## src/rtl/mem_requester.sv

```systemverilog
// mem_requester: valid/ready load/store initiator for a stalling single-cycle memory
module mem_requester #(
  parameter int unsigned TIMEOUT = 64
) (
  input  logic        clk,
  input  logic        rst,
  input  logic        req_valid,
  output logic        req_ready,
  input  logic        req_wr,
  input  logic [15:0] req_addr,
  input  logic [31:0] req_wdata,
  output logic        rsp_valid,
  output logic [31:0] rsp_rdata,
  output logic        rsp_err,
  output logic        rsp_timeout,
  output logic        mem_Rd,
  output logic        mem_Wr,
  output logic [15:0] mem_Addr,
  output logic [31:0] mem_DataIn,
  input  logic [31:0] mem_DataOut,
  input  logic        mem_Done,
  input  logic        mem_Stall,
  input  logic        mem_err,
  output logic [15:0] stall_count
);
  typedef enum logic [1:0] {IDLE, ACCESS, RESP} state_t;
  state_t state, next_state;
  logic        wr_q;
  logic [15:0] addr_q;
  logic [31:0] wdata_q;
  logic [31:0] rdata_q;
  logic        err_q;
  logic        tmo_q;
  logic [15:0] cnt;
  logic [15:0] cnt_inc;
  logic        accept;
  logic        misaligned;
  logic        in_access;
  logic        timeout;
  // request decode; a completing access never counts as a timeout
  always_comb begin
    accept     = state == IDLE && req_valid;
    misaligned = req_addr[1:0] != 2'b00;
    in_access  = state == ACCESS;
    cnt_inc    = cnt + 16'd1;
    timeout    = in_access && !mem_Done && mem_Stall && cnt_inc == 16'(TIMEOUT);
  end
  // state register; reset drops any in-flight access without a response
  always_ff @(posedge clk or negedge rst) begin
    if (!rst) state <= IDLE;
    else state <= next_state;
  end
  // next-state: misaligned requests skip the memory entirely
  always_comb begin
    next_state = IDLE;
    next_state = state == IDLE   ? (req_valid ? (misaligned ? RESP : ACCESS) : IDLE) :
                 state == ACCESS ? ((mem_Done || timeout) ? RESP : ACCESS) :
                 IDLE;
  end
  // request latch, per-access stall counter and response capture
  always_ff @(posedge clk or negedge rst) begin
    if (!rst) begin
      wr_q        <= 1'b0;
      addr_q      <= '0;
      wdata_q     <= '0;
      rdata_q     <= '0;
      err_q       <= 1'b0;
      tmo_q       <= 1'b0;
      cnt         <= '0;
      stall_count <= '0;
    end else begin
      if (accept) begin
        wr_q    <= req_wr;
        addr_q  <= req_addr;
        wdata_q <= req_wdata;
        rdata_q <= '0;
        err_q   <= misaligned;
        tmo_q   <= 1'b0;
        cnt     <= '0;
      end
      if (in_access && mem_Stall) begin
        cnt         <= cnt_inc;
        stall_count <= stall_count == 16'hFFFF ? stall_count : stall_count + 16'd1;
      end
      if (in_access && mem_Done) begin
        rdata_q <= (wr_q || mem_err) ? '0 : mem_DataOut;
        err_q   <= mem_err;
        tmo_q   <= 1'b0;
      end else if (timeout) begin
        rdata_q <= '0;
        err_q   <= 1'b1;
        tmo_q   <= 1'b1;
      end
    end
  end
  // outputs decoded only from registered state
  always_comb begin
    req_ready   = state == IDLE;
    mem_Rd      = in_access && !wr_q;
    mem_Wr      = in_access && wr_q;
    mem_Addr    = addr_q;
    mem_DataIn  = wdata_q;
    rsp_valid   = state == RESP;
    rsp_rdata   = state == RESP ? rdata_q : '0;
    rsp_err     = state == RESP && err_q;
    rsp_timeout = state == RESP && tmo_q;
  end
endmodule

```

## config.mk

```make
export PLATFORM = sky130hd
export DESIGN_NAME = mem_requester
export DESIGN_NICKNAME = d
export VERILOG_FILES = /design/src/rtl/mem_requester.sv
export SDC_FILE = /design/constraint.sdc
export NUM_CORES = 1
export LEC_CHECK = 0
export ABC_AREA = 1
export CAP_MARGIN = 10
export CELL_PAD_IN_SITES_DETAIL_PLACEMENT = 0
export CELL_PAD_IN_SITES_GLOBAL_PLACEMENT = 1
export CORE_ASPECT_RATIO = 0.9
export CORE_MARGIN = 5
export CORE_UTILIZATION = 33
export CTS_BUF_LIST = sky130_fd_sc_hd__clkbuf_2
export CTS_CLUSTER_DIAMETER = 100
export CTS_CLUSTER_SIZE = 14
export DETAILED_ROUTE_END_ITERATION = 8
export PLACE_DENSITY_LB_ADDON = 0.1
export SLEW_MARGIN = 30
export SYNTH_ARGS = -nofsm -noshare
export SYNTH_HDL_FRONTEND = slang
export SYNTH_SLANG_ARGS = --single-unit
```

## constraint.sdc

```tcl
create_clock -name clk -period 2 [get_ports clk]
set_input_delay 0.3 -clock clk [delete_from_list [all_inputs] [get_ports clk]]
set_output_delay 0.3 -clock clk [all_outputs]
set_load 0.05 [all_outputs]
```

# After elaboration in Yosys (flattened, before gate mapping)
# Cells that the tools add are included.
# word_totals
ff_bits	117
output_inout_bits	102
in_bits	87
wordCells	53
# op_classes
n_mux	18
n_eq_ne	4
n_bitwise	1
reduce_logical	19
addsub	2
# op_table
cell	n
$mux 32	5
$add 16x1->16 const B	2
$mux 16	2
$eq 16x16->1 const B	1
$eq 16x7->1 const B	1
$logic_and 1x1->1	10
$mux 2	5
$mux 1	6
$reduce_bool 2->1	2
$reduce_bool 3->1	1
$eq 2x1->1 const B	1
$eq 2x2->1 const B	1
$logic_not 1->1	2
$logic_not 2->1	1
$logic_or 1x1->1	2
$reduce_and 2->1	1
$not 1->1	1

# Longest topological paths before layout
# Gate-level depths: netlist of the first run.
# logic_depth
ltp_word	8
ltp_mapped	13
depth_no_buf	13

# Worst setup path before layout of the first run
# No wires, ideal clock.
# synth_path
path_type	flip-flop to output port
from	register state[0]
to	output rsp_rdata[10]
path_stages_with_launch	5
arrival_ns	2.379
slack_ns	-0.679
path_buffers	1
required_time_ns	1.700
path_cell_list	dfrtp_1 -> nor2_1 -> clkinv_1 -> clkbuf_1 -> nor2_1
# synth_via
elab_chain_len	2
# synth_rtl
element	line	source
start, declared	27	state_t state, next_state;
start signal, assigned	51	else state <= next_state;
$eq 2x2->1	n/a	
named net rsp_valid	12	output logic rsp_valid,
$mux 32	104	rsp_rdata = state == RESP ? rdata_q : '0;
end, declared	13	output logic [31:0] rsp_rdata,
# The timed path passes the listed nets, and every way through them passes these cells.

# Worst setup path in the final report of the first run
# layout_path
from	register state[0]
to	output rsp_rdata[8]
# layout_via
elab_chain_len	2
# layout_rtl
element	line
$eq 2x2->1	104
$mux 32	104
# No other way between the ends.

==> flow_summary_export.csv, run 1 <==
group,metric,value,unit
finish,final_cell_mix,"nand2_1, dfrtp_1, clkdlybuf4s50_1",
clock_tree,clkSinkCount,117,
sta,fin_crit,2.07,ns
clock_tree,clk_latency,0.67,ns
routing,via_per_inst,4.59,
power,vdd_drop_max,0.554,mV
clock_tree,cts_made_buffers,17,
routing,drcViolationCount,0,
setup_path,arrival,1.77,ns
yosys,yosys_warnings,0,
setup_path,worstSetupStartpointType,"flip-flop",
setup_path,worstSetupPathType,"reg -> out",
floorplan,ios,189,
sta,max_freq,0.484,GHz
yosys,synthCells,682,
floorplan,fp.dieH,131,µm
routing,vias,5175,
finish,syn_to_final_growth,59.5,%
sta,post-route-period-util,103,%
power,power.density,779,nW/µm²
placement,io_buffers,188,
routing,ant_nets,0,
status,violations,"setup timing",
setup_path,cp_data_required_time,1.70,ns
floorplan,dieArea,19000,µm²
yosys,ys_ff_latch,117,
floorplan,core_area,16100,µm²
clock_tree,cts_htree_levels,4,
global_route,antenna_found_initial,1,
yosys,synth_cell_types,26,
global_route,grt_max_degree,75,
floorplan,rows,44,
finish,multi_input_area,2450,µm²
worst_hold_path,hold_class,"in -> async",
setup_path,endpoint_kind,"output pin",
sta,finClkSkew,0.0268,ns
global_route,grt_pass1_wl,27400,µm
setup_path,critical_path_peak_fanout,7,
sta,holdWs,0.0887,ns
sta,setup_viol,62,
floorplan,dieWidth,145,µm
sta,drv_slew,0,
placement,hpwl,11800,µm
status,outcome,"finished with violations",
clock_tree,cts-root-buf,"clkbuf_2",
global_route,overflow,0,
flow_run,drv_cap,0,
routing,wl_per_cell,15.2,µm
finish,fill_cells,1527,
global_route,grt_pass1_vias,5363,
finish,mostFrequentLayoutCell,"nand2_1",
yosys,synth_fp_nets,771,
finish,seqCellArea,2930,µm²
power,power.leakage,4.11,nW
routing,wl,17100,µm
clock_tree,cts_max_path_buffers,2,
sta,slew_headroom,65.7,%
yosys,synthesis.area,5380,µm²
global_route,grt_usage,18.0,%
sta,setup_ws,-0.0680,ns
finish,fin_area,8590,µm²
sta,worstMarginPinSlew,0.516,ns
yosys,yosysSeqAreaShare,54.4,%
placement,post_dp_cell_area,7910,µm²
clock_tree,clkSlewWorstSetupHoldPaths,0.17,ns
yosys,synth_area_per_cell,7.89,µm²
placement,place_congestion,0.833,
routing,initialDrtViolationCount,296,
routing,firstDrtPassIters,5,
finish,drive_gt1_share,25.1,%
clock_tree,cts_tree,"yes",
sta,hold_viol,0,
floorplan,initial_utilization,33.5,%
sta,rsz0062_at_grt,"yes",
finish,finalNetCount,996,
## timing repair
item / CTS / global route
endpoints found under the setup margin: 129 / 122
gates resized for setup: 142 / 104
pin swaps: 2 / 22
setup buffers: 6 / 11
hold endpoints to repair: 117 / 0
gates cloned: 3 / 4
hold buffers: 2 / 0
## worst max-delay path, stage by stage, from the launching register on
cell     delay (ns)
dfrtp_1        0.44
nor2_4         0.16
inv_6          0.10
buf_16         0.17
nor2_4         0.10
buf_8          0.16
## state kept, by name, indices dropped and copies added (netlist names)
signal,flops
state,2
rdata_q,32
cnt,16
wr_q,1
tmo_q,1
mem_Addr,16
mem_DataIn,32
err_q,1
stall_count,16
## synthesized netlist by cell type
library cell / n / area share, %
nand4_1: 39 / 4.5
buf_2: 3 / 0.28
nor3_1: 8 / 0.74
buf_1: 3 / 0.21
xor2_1: 11 / 1.8
nand3_1: 22 / 2.0
nand2_4: 1 / 0.21
clkbuf_1: 20 / 1.4
o21bai_1: 1 / 0.14
o22ai_1: 4 / 0.46
nor2_4: 1 / 0.21
inv_2: 1 / 0.070
inv_1: 62 / 4.3
nor2_1: 63 / 4.4
buf_6: 3 / 0.63
nor2_2: 4 / 0.46
a21oi_1: 1 / 0.093
nand2_1: 289 / 20
nor4_1: 2 / 0.23
clkinv_1: 2 / 0.14
o21ai_0: 14 / 1.3
o31ai_1: 1 / 0.14
ha_1: 2 / 0.46
dfrtp_1: 117 / 54
or2_2: 2 / 0.23
xnor2_1: 6 / 0.98
## cell type report
| class | instances | area share, % |
|---|---|---|
| Antenna cell | 1 | 0.0291 |
| Clock buffer | 20 | 1.17 |
| Clock inverter | 12 | 1.31 |
| Inverter | 65 | 2.90 |
| Multi-Input combinational cell | 471 | 28.5 |
| Sequential cell | 117 | 34.1 |
| Tap cell | 207 | 3.02 |
| Timing Repair Buffer | 235 | 28.9 |
## routing by layer
layer	vias to the layer above	GRT usage [%]	routed length (µm)
met3	14	8.28	1560
met4	0	5.44	292
li1	2576	-	-
met5	-	0	0
met2	160	28.4	8030
met1	2425	21.9	7250
## power breakdown
group	switching, mW	leakage (nW)	internal [mW]
clock network	0.910	0.140	0.565
registers	0.187	1.53	2.65
logic	1.65	2.44	0.721
total	2.75	4.11	3.94
## stage by stage
| stage | std cells | power, mW | utilization, % | setup WS [ns] | TNS (ns) |
|---|---|---|---|---|---|
| finish | 1128 | 6.69 | 53.4 | -0.0680 | -1.99 |
| global route | 1128 | 7.06 | 53.4 | -0.227 | -11.81 |
| CTS | 1112 | 6.78 | 52.3 | -0.179 | -5.61 |
| detailed placement | 1069 | 5.29 | 49.2 | -0.0584 | -1.27 |
| global placement | 1069 | 5.27 | 49.2 | -0.0254 | -0.460 |
| floorplan | 682 | 4.28 | - | 0.0191 | 0 |
## final timing paths
check / from / end / slack, ns / cells after the start
max in group asynchronous: rst / stall_count[11]$_DFFE_PN0P_ / 0.98 / 3
setup reg to reg: cnt[1]$_DFFE_PN0P_ / rdata_q[10]$_DFFE_PN0P_ / -0.04 / 13
hold / removal: rst / stall_count[10]$_DFFE_PN0P_ / 0.09 / 2
setup / recovery: state[0]$_DFF_PN0_ / rsp_rdata[8] / -0.07 / 5
min in group clk: req_wdata[31] / mem_DataIn[31]$_DFFE_PN0P_ / 0.14 / 3
hold reg to reg: mem_DataIn[24]$_DFFE_PN0P_ / mem_DataIn[24]$_DFFE_PN0P_ / 0.50 / 2
## cells by family after synthesis
| group | share of synthesized area, % |
|---|---|
| and+or+nand+nor | 33.2 |
| adders and majority gates | 0.465 |
| xor gates and xnor gates | 2.77 |
| buffers and inverters | 7.04 |
| DFF | 54.4 |
| AOI/OAI and AO/OA | 2.14 |
Note: power is estimated with default switching activity, not from simulation.
==> inputs of run 2 (changes only) <==
--- a/config.mk
+++ b/config.mk
@@ -11,7 +11,7 @@
 export CELL_PAD_IN_SITES_GLOBAL_PLACEMENT = 1
 export CORE_ASPECT_RATIO = 0.9
 export CORE_MARGIN = 5
-export CORE_UTILIZATION = 33
+export CORE_UTILIZATION = 30
 export CTS_BUF_LIST = sky130_fd_sc_hd__clkbuf_2
 export CTS_CLUSTER_DIAMETER = 100
 export CTS_CLUSTER_SIZE = 14
==> constraint.sdc (replaced) <==
create_clock -name clk -period 1.9 [get_ports clk]
set_input_delay 0.285 -clock clk [delete_from_list [all_inputs] [get_ports clk]]
set_output_delay 0.285 -clock clk [all_outputs]
set_load 0.05 [all_outputs]
==> run 2 against run 1 <==
- the flow still finishes with violations (setup timing)
- sequential share of layout area shrank 0.61 points
- sequential power grew 5%
- design area grew 1.9%
- power grew 12%
- critical path depth grew 2
- flip-flop and latch count is the same
- non-clock buffer count grew 2
- hold slack gained 0.027 ns
- largest power group unchanged
==> flow_summary_export.csv, run 2 (synthesis results as in run 1) <==
group,metric,value,unit
floorplan,fp.dieH,137,µm
sta,post-route-period-util,113,%
clock_tree,cts_htree_levels,4,
routing,vias,5239,
setup_path,r2r_start,"cnt[4]$_DFFE_PN0P_",
floorplan,core_area,17600,µm²
sta,rsz0062_at_grt,"yes",
setup_path,r2r_slack,-0.16,ns
routing,ant_nets,0,
clock_tree,clk_latency,0.67,ns
global_route,met2_usage,27.3,%
floorplan,initial_utilization,30.6,%
sta,max_freq,0.467,GHz
power,power.density,855,nW/µm²
routing,wl,17300,µm
status,violations,"setup timing",
floorplan,rows,46,
placement,io_buffers,188,
global_route,grt_usage,16.9,%
global_route,use_met3,6.85,%
status,outcome,"finished with violations",
placement,hpwl,12400,µm
setup_path,cp_data_required_time,1.62,ns
clock_tree,cts-root-buf,"clkbuf_2",
sta,holdWs,0.116,ns
global_route,grt_pass1_wl,27500,µm
setup_path,worstSetupPathType,"reg -> out",
global_route,grt_max_degree,52,
placement,dp.cells,1113,
worst_hold_path,hold_class,"in -> async",
sta,hold_viol,0,
clock_tree,clkSlewWorstSetupHoldPaths,0.20,ns
sta,fin_crit,2.14,ns
power,vdd_drop_max,0.722,mV
finish,fill_cells,1734,
routing,wl_per_cell,14.9,µm
finish,mostFrequentLayoutCell,"nand2_1",
finish,post-route-util,49.7,%
floorplan,dieArea,20700,µm²
setup_path,critical_path.slowest_cell,"dfrtp_1",
setup_path,worstSetupStartpointType,"flip-flop",
clock_tree,cts_max_path_buffers,2,
sta,setup_tns,-11.36,ns
sta,drv_slew,0,
sta,setup_viol,69,
routing,firstDrtPassIters,4,
setup_path,crit_path_frequent_cell,"nor2_4",
clock_tree,cts_tree,"yes",
placement,place_ws,-0.159,ns
routing,initialDrtViolationCount,212,
global_route,overflow,0,
finish,multi_input_area,2460,µm²
placement,place_congestion,0.808,
global_route,antenna_found_initial,1,
finish,final_cell_mix,"nand2_1, dfrtp_1, clkdlybuf4s50_1",
clock_tree,clkSinkCount,117,
global_route,met1_usage,21.1,%
sta,finClkSkew,0.0403,ns
flow_run,drv_cap,0,
setup_path,cpPeakStageDelay,0.39,ns
finish,final_cells,1163,
finish,syn_to_final_growth,62.4,%
sta,slew_headroom,62.1,%
finish,drive_gt1_share,27.8,%
setup_path,worstReg2RegEnd,"rdata_q[27]$_DFFE_PN0P_",
power,power.leakage,4.12,nW
setup_path,endpoint_kind,"output pin",
setup_path,path_cells,"inv_2 > buf_6 > nor2_4 > inv_6 > buf_12 > nor2_4 > buf_8",
sta,setup_ws,-0.242,ns
clock_tree,cts_made_buffers,17,
sta,worstMarginPinSlew,0.569,ns
floorplan,dieWidth,151,µm
setup_path,critical_path_peak_fanout,8,
finish,seqCellArea,2930,µm²
routing,via_per_inst,4.50,
setup_path,arrival,1.86,ns
routing,drcViolationCount,0,
global_route,busiest_layer,"met2",
floorplan,ios,189,
finish,finalNetCount,998,
setup_path,r2r_cells,12,
global_route,grt_pass1_vias,5459,
-- run 2: changes by cell type in the layout (fill, tap and decap cells not counted), moves of 5 or more --
cell	change
clkbuf_2	-33
buf_6	+5
buf_12	-6
buf_4	+8
buf_2	+12
clkdlybuf4s15_2	+30
clkdlybuf4s15_1	-17
-- run 2: worst max-delay path, delay by kind of cell, from the launching register on --
family / cells / cell delay [ns]
simple gates: 2 / 0.26
flops: 1 / 0.39
buf+inv: 5 / 0.57
-- run 2: stage by stage --
step / total power, mW / area [µm²]
2_1_floorplan: 4.51 / 5650
3_3_place_gp: 5.57 / 7940
3_5_place_dp: 5.58 / 7940
4_1_cts: 7.56 / 8620
5_1_grt: 7.87 / 8740
6_report: 7.48 / 8740
-- run 2: layer usage --
metal,part of all wire (%),routed length [µm]
met3,9.1,1570
met2,48,8290
met1,42,7220
met5,0,0
met4,1.5,261
-- run 2: final cells by class --
cell class	count	area share (%)
clock inverters	14	2.12
multi-input cells	471	28.1
well taps	240	3.43
flip-flops and latches	117	33.5
inverters	65	2.85
diodes	1	0.0286
repair buffers	237	28.9
clock buffers	18	1.03
-- run 2: repair_timing --
item | 4_1_cts | 5_1_grt
resized for setup | 238 | 48
cloned | 3 | 1
hold buffers | 1 | 0
setup endpoints to repair | 130 | 93
hold endpoints to repair | 110 | 0
setup buffers | 5 | 9
pin swaps | 5 | 12
-- run 2: worst max-delay path by stage --
stage / startpoint / to / slack (ns) / cells past startpoint
5_1_grt: state[1]$_DFF_PN0_ / rsp_rdata[10] / -0.40 / 7
2_1_floorplan: state[0]$_DFF_PN0_ / rsp_rdata[11] / -0.04 / 4
4_1_cts: state[1]$_DFF_PN0_ / rsp_rdata[10] / -0.36 / 7
3_5_place_dp: mem_Stall / rdata_q[20]$_DFFE_PN0P_ / -0.16 / 11
6_report: state[1]$_DFF_PN0_ / rsp_rdata[10] / -0.24 / 7
3_3_place_gp: mem_Stall / rdata_q[28]$_DFFE_PN0P_ / -0.08 / 11
-- run 2: report_power, final --
part           switching [mW]  internal [mW]
Clock                    1.00          0.857
Combinational            1.73          0.888
Sequential              0.203           2.79
==> inputs of run 3 (changes only) <==
==> config.mk (replaced) <==
export PLATFORM = sky130hd
export DESIGN_NAME = mem_requester
export DESIGN_NICKNAME = d
export VERILOG_FILES = /design/src/rtl/mem_requester.sv
export SDC_FILE = /design/constraint.sdc
export NUM_CORES = 1
export LEC_CHECK = 0
export ABC_AREA = 1
export CAP_MARGIN = 10
export CORE_ASPECT_RATIO = 0.9
export CORE_MARGIN = 5
export CORE_UTILIZATION = 42
export CTS_BUF_LIST = sky130_fd_sc_hd__clkbuf_2
export CTS_CLUSTER_DIAMETER = 100
export CTS_CLUSTER_SIZE = 14
export DETAILED_ROUTE_END_ITERATION = 8
export PLACE_DENSITY = 0.78
export SLEW_MARGIN = 20
export SYNTH_ARGS = -nofsm -noshare
export SYNTH_HDL_FRONTEND = slang
export SYNTH_SLANG_ARGS = --single-unit
==> run 3 against run 2 <==
- the run still ends with setup timing left
- critical path depth increased by 7
- clock skew shrank 0.011 ns
- first-iteration DRC count rose by 68%
- via count grew 2.8%
- clock power decreased by 25%
- sequential power hardly changed
- critical path type is now reg -> reg
- largest cell class unchanged
- sequential share of layout area up 0.53 points
- hold slack got worse by 0.0090 ns
- wire length rose by 0.57%
- largest power group unchanged
- power shrank 7.3%
- final cell count down 6.0%
==> flow_summary_export.csv, run 3 (synthesis results as in run 1) <==
group,metric,value,unit
sta,rsz0062_at_grt,"yes",
clock_tree,cts_tree,"yes",
floorplan,initial_utilization,42.6,%
setup_path,worstReg2RegEnd,"rdata_q[12]$_DFFE_PN0P_",
finish,finalNetCount,1005,
routing,firstDrtPassIters,4,
setup_path,worstSetupStartpointType,"flip-flop",
global_route,overflow,0,
setup_path,cp_data_required_time,2.47,ns
routing,ant_nets,0,
global_route,antenna_found_initial,1,
status,violations,"setup timing",
setup_path,worstSetupPathType,"reg -> reg",
setup_path,endpoint_kind,"flip-flop",
floorplan,dieWidth,129,µm
global_route,grt_pass1_wl,27800,µm
finish,drive_gt1_share,28.6,%
power,power.leakage,4.21,nW
status,outcome,"finished with violations",
routing,wl,17400,µm
sta,holdWs,0.107,ns
power,fin_total_pwr,6.93,mW
clock_tree,cts_htree_levels,4,
clock_tree,cts_max_path_buffers,2,
finish,mostFrequentLayoutCell,"nand2_1",
floorplan,dieArea,15200,µm²
sta,setup_viol,72,
clock_tree,clkSlewWorstSetupHoldPaths,0.17,ns
setup_path,critical_path_peak_fanout,5,
flow_run,drv_cap,0,
sta,fin_crit,2.16,ns
routing,wl_per_cell,16.0,µm
placement,post_dp_cell_area,7830,µm²
routing,vias,5387,
global_route,grt_pass1_vias,5400,
setup_path,r2r_start,"cnt[1]$_DFFE_PN0P_",
sta,drv_slew,0,
placement,place_congestion,0.851,
sta,setup_tns,-14.26,ns
placement,place_ws,-0.0514,ns
clock_tree,cts_made_buffers,17,
clock_tree,clk_latency,0.68,ns
placement,hpwl,11300,µm
setup_path,r2r_cells,14,
sta,max_freq,0.462,GHz
global_route,grt_max_degree,68,
sta,worstMarginPinSlew,0.561,ns
floorplan,fp.dieH,117,µm
setup_path,critPathCapture,"rdata_q[12]$_DFFE_PN0P_",
routing,initialDrtViolationCount,357,
finish,final_cells,1093,
sta,post-route-period-util,114,%
sta,slew_headroom,62.6,%
floorplan,core_area,12600,µm²
placement,dp.cells,1034,
setup_path,r2r_slack,-0.26,ns
worst_hold_path,hold_class,"in -> async",
sta,hold_viol,0,
clock_tree,clkSinkCount,117,
finish,post-route-util,68.1,%
finish,fill_cells,946,
sta,finClkSkew,0.0293,ns
power,power.density,805,nW/µm²
clock_tree,cts-root-buf,"clkbuf_2",
routing,via_per_inst,4.93,
global_route,grt_usage,23.1,%
finish,final_cell_mix,"nand2_1, dfrtp_1, clkdlybuf4s50_1",
finish,syn_to_final_growth,59.9,%
sta,setup_ws,-0.264,ns
floorplan,ios,189,
routing,drcViolationCount,0,
floorplan,rows,39,
placement,io_buffers,188,
finish,fin_area,8610,µm²
power,vdd_drop_max,0.813,mV
setup_path,arrival,2.74,ns
setup_path,critPathLaunch,"cnt[1]$_DFFE_PN0P_",
run 3: cell count changes in the layout (fill, tap and decap cells not counted), moves of 4 or more:
cell             before  now
nand2_1             282  278
buf_2                12    6
buf_16                3    9
clkinvlp_4            4    0
buf_4                42   37
buf_8                11    6
buf_6                27   37
clkdlybuf4s15_2      42   14
clkbuf_2             18   58
run 3: critical path: stages (launching register included):
cell and delay [ns]:
dfrtp_1 0.44, ha_4 0.20, nand2_4 0.06, nor2_4 0.18, nand2_2 0.10, nand2_2 0.10, nand3_2 0.07, nor2_1 0.10
nand3_1 0.11, nor2_2 0.13, nand2_4 0.12, buf_12 0.16, buf_16 0.13, nand4_1 0.08, nand2_1 0.07
run 3: timing repair:
item	in CTS	in global routing
buffers inserted	15	6
hold buffers	1	0
cloned	8	1
setup endpoints to repair	125	120
resized for setup	191	91
pin swaps	9	11
endpoints found under the hold margin	117	0
run 3: final cells by class:
cell class | instances | area [µm²] | share of cell area (%)
clock buffer | 23 | 115 | 1.34
sequential | 117 | 2930 | 34.1
inverter | 65 | 249 | 2.89
clock inverter | 8 | 61.3 | 0.712
antenna | 1 | 2.50 | 0.0291
tap | 164 | 205 | 2.38
multi-input combinational | 471 | 2500 | 29.1
timing repair buffer | 244 | 2540 | 29.5
run 3: layer usage:
| layer | vias to the layer above | global-route usage, % | wire [µm] |
|---|---|---|---|
| met3 | 15 | 9.45 | 1820 |
| met1 | 2550 | 28.7 | 6830 |
| met5 | - | 0 | 0 |
| met4 | 0 | 6.36 | 229 |
| met2 | 221 | 37.1 | 8560 |
| li1 | 2601 | - | - |
run 3: worst min path at each step:
stage,startpoint,to,cells after the start
3_5_place_dp,rst,mem_DataIn[9]$_DFFE_PN0P_,1
3_3_place_gp,rst,mem_DataIn[9]$_DFFE_PN0P_,1
2_1_floorplan,rst,cnt[0]$_DFFE_PN0P_,0
5_1_grt,req_wdata[17],mem_DataIn[17]$_DFFE_PN0P_,3
4_1_cts,req_wdata[10],mem_DataIn[10]$_DFFE_PN0P_,3
6_report,rst,mem_DataIn[9]$_DFFE_PN0P_,2
run 3: power by group:
| group | internal (mW) | total, mW | leakage [nW] | switching, mW |
|---|---|---|---|---|
| registers | 2.79 | 3.00 | 1.53 | 0.208 |
| clock network | 0.475 | 1.39 | 0.130 | 0.913 |
| logic | 0.796 | 2.54 | 2.55 | 1.75 |
==> variant 1, RTL diff (config.mk and constraints of run 1) <==
Re-encode `state_t` (3 states) as one-hot, 3 bits wide.
--- a/src/rtl/mem_requester.sv
+++ b/src/rtl/mem_requester.sv
@@ -23,7 +23,7 @@
   input  logic        mem_err,
   output logic [15:0] stall_count
 );
-  typedef enum logic [1:0] {IDLE, ACCESS, RESP} state_t;
+  typedef enum logic [2:0] {IDLE = 3'b001, ACCESS = 3'b010, RESP = 3'b100} state_t;
   state_t state, next_state;
   logic        wr_q;
   logic [15:0] addr_q;
Function: no difference found for any inputs over 10 cycles, from zero or initial values and one cycle with rst low; not proved beyond that.
==> variant 1 against run 1 <==
  * The flow still finishes with violations (negative setup slack)
  * Setup slack got worse by 0.22 ns
  * Clock skew rose by 0.0097 ns
  * Wire length up 0.90%
  * Sequential cell count increased by 1
  * Critical path depth up 1
  * Synthesized area up 2.5%
  * Combinational power up 12%
  * Final area fell by 0.71%
  * Power increased by 3.3%
  * Cell count fell by 0.18%
  * Highest routed layer unchanged
==> variant 1: results (changes against run 1) <==
outcome finished, violations left (unchanged); failing checks negative setup slack (unchanged); Total GRT Usage 17.70% (was 17.98%); total CTS buffers 17 (unchanged); ys flop type dfrtp_1 (unchanged); initial antenna violation count 0 (was 1); Layout clock buffers 18 (was 20); number of global-route vias before repair 5402 (was 5363); Post-DP HPWL 12320 um (was 11800 um); register area 2957 um2 (was 2932 um2); final setup fails 38 (was 62); Unique masters post-synth 29 (was 26); Worst VDD drop 0.6181 mV (was 0.5535 mV); Clock Network Area Fraction 2.099% (was 2.477%); worst r2r src cnt[1] (unchanged); largest net degree at the start of global routing 77 (was 75); GP Congestion 0.8067 (was 0.8329); reg2reg setup slack 0.10 ns (was -0.04 ns); clock sink total 118 (was 117); number of multi-input logic gates 482 (was 471); synth cell count leaders nand2_1 (286), dfrtp_1 (117), inv_1 (65), nor2_1 (63), nand4_1 (43) (was nand2_1 (289), dfrtp_1 (117), nor2_1 (63), inv_1 (62), nand4_1 (39)); global-route wire length before repair 27830 um (was 27370 um); post-synthesis sequential area ratio 53.53% (was 54.38%); delay-heaviest family, CP buffers and inverters (was flip-flops); Syn Area/Cell 7.862 um2 (was 7.894 um2); Layout non-clock buf frac 27.83% (was 28.88%); Hold WS 0.1069 ns (was 0.08873 ns); multi-input gate share of the layout cell area 29.12% (was 28.55%); post-synth net total 791 (was 771); Synthesis Warnings 0 (unchanged); count of non-CTS inverters in the layout 72 (was 65); Nets 995 (was 996); final WL 17280 um (was 17130 um); relative slew slack 64.99% (was 65.72%); layout cells sized above 1 24.05% (was 25.11%); Critical Path Start state[2] (was state[0]); FILL cells 1567 (was 1527); clk buf depth 2 (unchanged); Clock Skew 0.03651 ns (was 0.02680 ns); drt pass-1 iters 4 (was 5); CP Data Arrival Time 1.99 ns (was 1.77 ns); Static Leak 3.993 nW (was 4.112 nW); CP Max Fanout 9 (was 7); largest cells by area after synthesis dfrtp_1 (53%), nand2_1 (19%), nand4_1 (4.9%), inv_1 (4.4%), nor2_1 (4.3%) (was dfrtp_1 (54%), nand2_1 (20%), nand4_1 (4.5%), nor2_1 (4.4%), inv_1 (4.3%)); First DRT Iteration DRCs 246 (was 296); Vias 5300 (was 5175); per-cell routed wire length 15.35 um (was 15.19 um); cell depth of the worst flop-to-flop path 11 (was 13); worst min-delay path category in2async (unchanged); bufs w/o clock 215 (was 235); clock transition at the registers of the reported paths 0.19 ns (was 0.17 ns); crit path capture rsp_rdata[23] (was rsp_rdata[8]); FF-to-FF End rdata_q[4] (was rdata_q[10]); setup TNS -9.055 ns (was -1.987 ns); antenna fix cells 0 (was 1); Final WS setup -0.2878 ns (was -0.06803 ns)
-- variant 1: cell count changes in the layout (fill, tap and decap cells not counted), sizes merged, moves of 3 or more --
| cell | delta |
|---|---|
| clkdlybuf4s15 | -22 |
| o21ai | +5 |
| buf | -18 |
| clkbuf | +14 |
| clkinvlp | +3 |
| o22ai | +3 |
| nand4 | +4 |
| inv | +7 |
-- variant 1: per-layer routing --
metal	part of all wire, %	global-route usage, %
met4	0.78	3.710
met1	43	22.34
met3	8.9	8.584
met2	47	27.74
met5	0	0
-- variant 1: what timing repair did --
action / CTS / global route
setup buffers: 0 / 1
cloned: 0 / 4
hold buffers: 1 / 3
setup endpoints to repair: 100 / 127
endpoints found under the hold margin: 117 / 3
gates resized for setup: 115 / 111
pin swaps: 1 / 9
-- variant 1: through the flow --
| stage | utilization, % | area (um2) | setup slack [ns] |
|---|---|---|---|
| after CTS | 52.53 | 8559 | -0.4485 |
| after detailed placement | 51.37 | 8372 | 0.02937 |
| after floorplan | - | 5808 | -0.08104 |
| after global routing | 52.31 | 8524 | -0.4977 |
| after global placement | 51.37 | 8372 | 0.03192 |
| final | 52.31 | 8524 | -0.2878 |
-- variant 1: power breakdown --
| group | internal, W | switching (W) |
|---|---|---|
| registers | 0.00275 | 0.000250 |
| clock network | 0.000310 | 0.000942 |
| logic | 0.000694 | 0.00196 |
| total | 0.00375 | 0.00315 |
-- variant 1: cells by family (layout without fill, tap and decap cells) --
| group | after synthesis | in the layout | share of synthesized area (%) |
|---|---|---|---|
| buffers and inverters | 102 | 319 | 7.391 |
| and+or+nand+nor | 437 | 437 | 33.44 |
| AOI/OAI and AO/OA | 27 | 27 | 2.652 |
| xor gates and xnor gates | 16 | 16 | 2.539 |
| adders and majority gates | 2 | 2 | 0.4533 |
| DFF | 118 | 118 | 53.53 |
==> variant 2, RTL diff (settings of run 1) <==
Without the edit above. The parameter `TIMEOUT` goes from 64 to 32.
--- a/src/rtl/mem_requester.sv
+++ b/src/rtl/mem_requester.sv
@@ -1,6 +1,6 @@
 // mem_requester: valid/ready load/store initiator for a stalling single-cycle memory
 module mem_requester #(
-  parameter int unsigned TIMEOUT = 64
+  parameter int unsigned TIMEOUT = 32
 ) (
   input  logic        clk,
   input  logic        rst,
Function: no difference found for any inputs over 10 cycles, from zero or initial values and one cycle with rst low; that may be too few to reach the edited logic, so the function may still have changed.
==> variant 2 against run 1 <==
  * The run still ends with negative setup slack left
  * Setup slack worse by 0.089 ns
  * Final area is 1.2% lower
  * First-iteration DRC count is 4.4% lower
  * Sequential cell count stayed put
  * Wire length is 2.0% lower
  * Power is 2.0% higher
  * Sequential power hardly changed
  * Clock power is 7% higher
  * Synthesized area is 1.5% higher
  * Critical path type unchanged
==> variant 2: results (changes against run 1) <==
Total GRT Usage 17.57% (was 17.98%); Final WS setup -0.1572 ns (was -0.06803 ns); setup TNS -3.642 ns (was -1.987 ns); initial antenna violation count 2 (was 1); Synth Area in Compound Gates 2.335% (was 2.138%); Area after DPL 7849 um2 (was 7908 um2); crit path max-delay cell type dfrtp_2 (was dfrtp_1); largest net degree at the start of global routing 118 (was 75); Post-DP HPWL 11790 um (was 11800 um); layout cells sized above 1 25.80% (was 25.11%); GP Congestion 0.8484 (was 0.8329); sw frac 40.30% (was 41.12%); FF-to-FF End rdata_q[23] (was rdata_q[10]); FILL cells 1533 (was 1527); global-route wire length before repair 27480 um (was 27370 um); Nets 988 (was 996); clock transition at the registers of the reported paths 0.19 ns (was 0.17 ns); outcome finished, violations left (unchanged); synth cell count leaders nand2_1 (281), dfrtp_1 (117), inv_1 (63), nor2_1 (58), nand4_1 (39) (was nand2_1 (289), dfrtp_1 (117), nor2_1 (63), inv_1 (62), nand4_1 (39)); Critical Path Max Stage Delay 0.46 ns (was 0.44 ns); per-cell routed wire length 14.99 um (was 15.19 um); worst-margin pin slew 0.6400 ns (was 0.5162 ns); hold_buf cts 1 (was 2); Synth Area in Adders 0.4579% (was 0.4648%); final WL 16790 um (was 17130 um); Vias 5141 (was 5175); final setup fails 34 (was 62); CP Max Fanout 5 (was 7); failing checks negative setup slack (unchanged); cell depth of the worst flop-to-flop path 14 (was 13); largest cells by area after synthesis dfrtp_1 (54%), nand2_1 (19%), nand4_1 (4.5%), inv_1 (4.3%), nor2_1 (4.0%) (was dfrtp_1 (54%), nand2_1 (20%), nand4_1 (4.5%), nor2_1 (4.4%), inv_1 (4.3%))
==> variant 2: final cells by class <==
cell class	instances	area, um2	area share [%]
clock inverters	12	138.9	1.637
multi-input cells	470	2497	29.44
well taps	207	259.0	3.054
diodes	2	5.005	0.05901
inverters	66	252.7	2.980
clock buffers	19	95.09	1.121
repair buffers	227	2302	27.14
flip-flops and latches	117	2932	34.56
==> variant 2: kinds of logic (layout without fill, tap and decap cells) <==
logic type	after synthesis	after routing
AO/OA/AOI/OAI	22	22
XOR/XNOR	17	17
adder cells (fa/ha/maj)	2	2
buffers and inverters	95	324
flip-flops	117	117
other	0	2
AND/OR/NAND/NOR	429	429
==> variant 2: routing by layer <==
metal  vias up  share of wire [%]  global-route usage (%)  routed length [um]
met5         -                  0                       0                   0
met4         0                2.2                   5.699                 362
met3        27                8.7                   8.147                1453
met2       159                 47                   27.92                7906
met1      2392                 42                   21.27                7068
li1       2563                  -                       -                   -
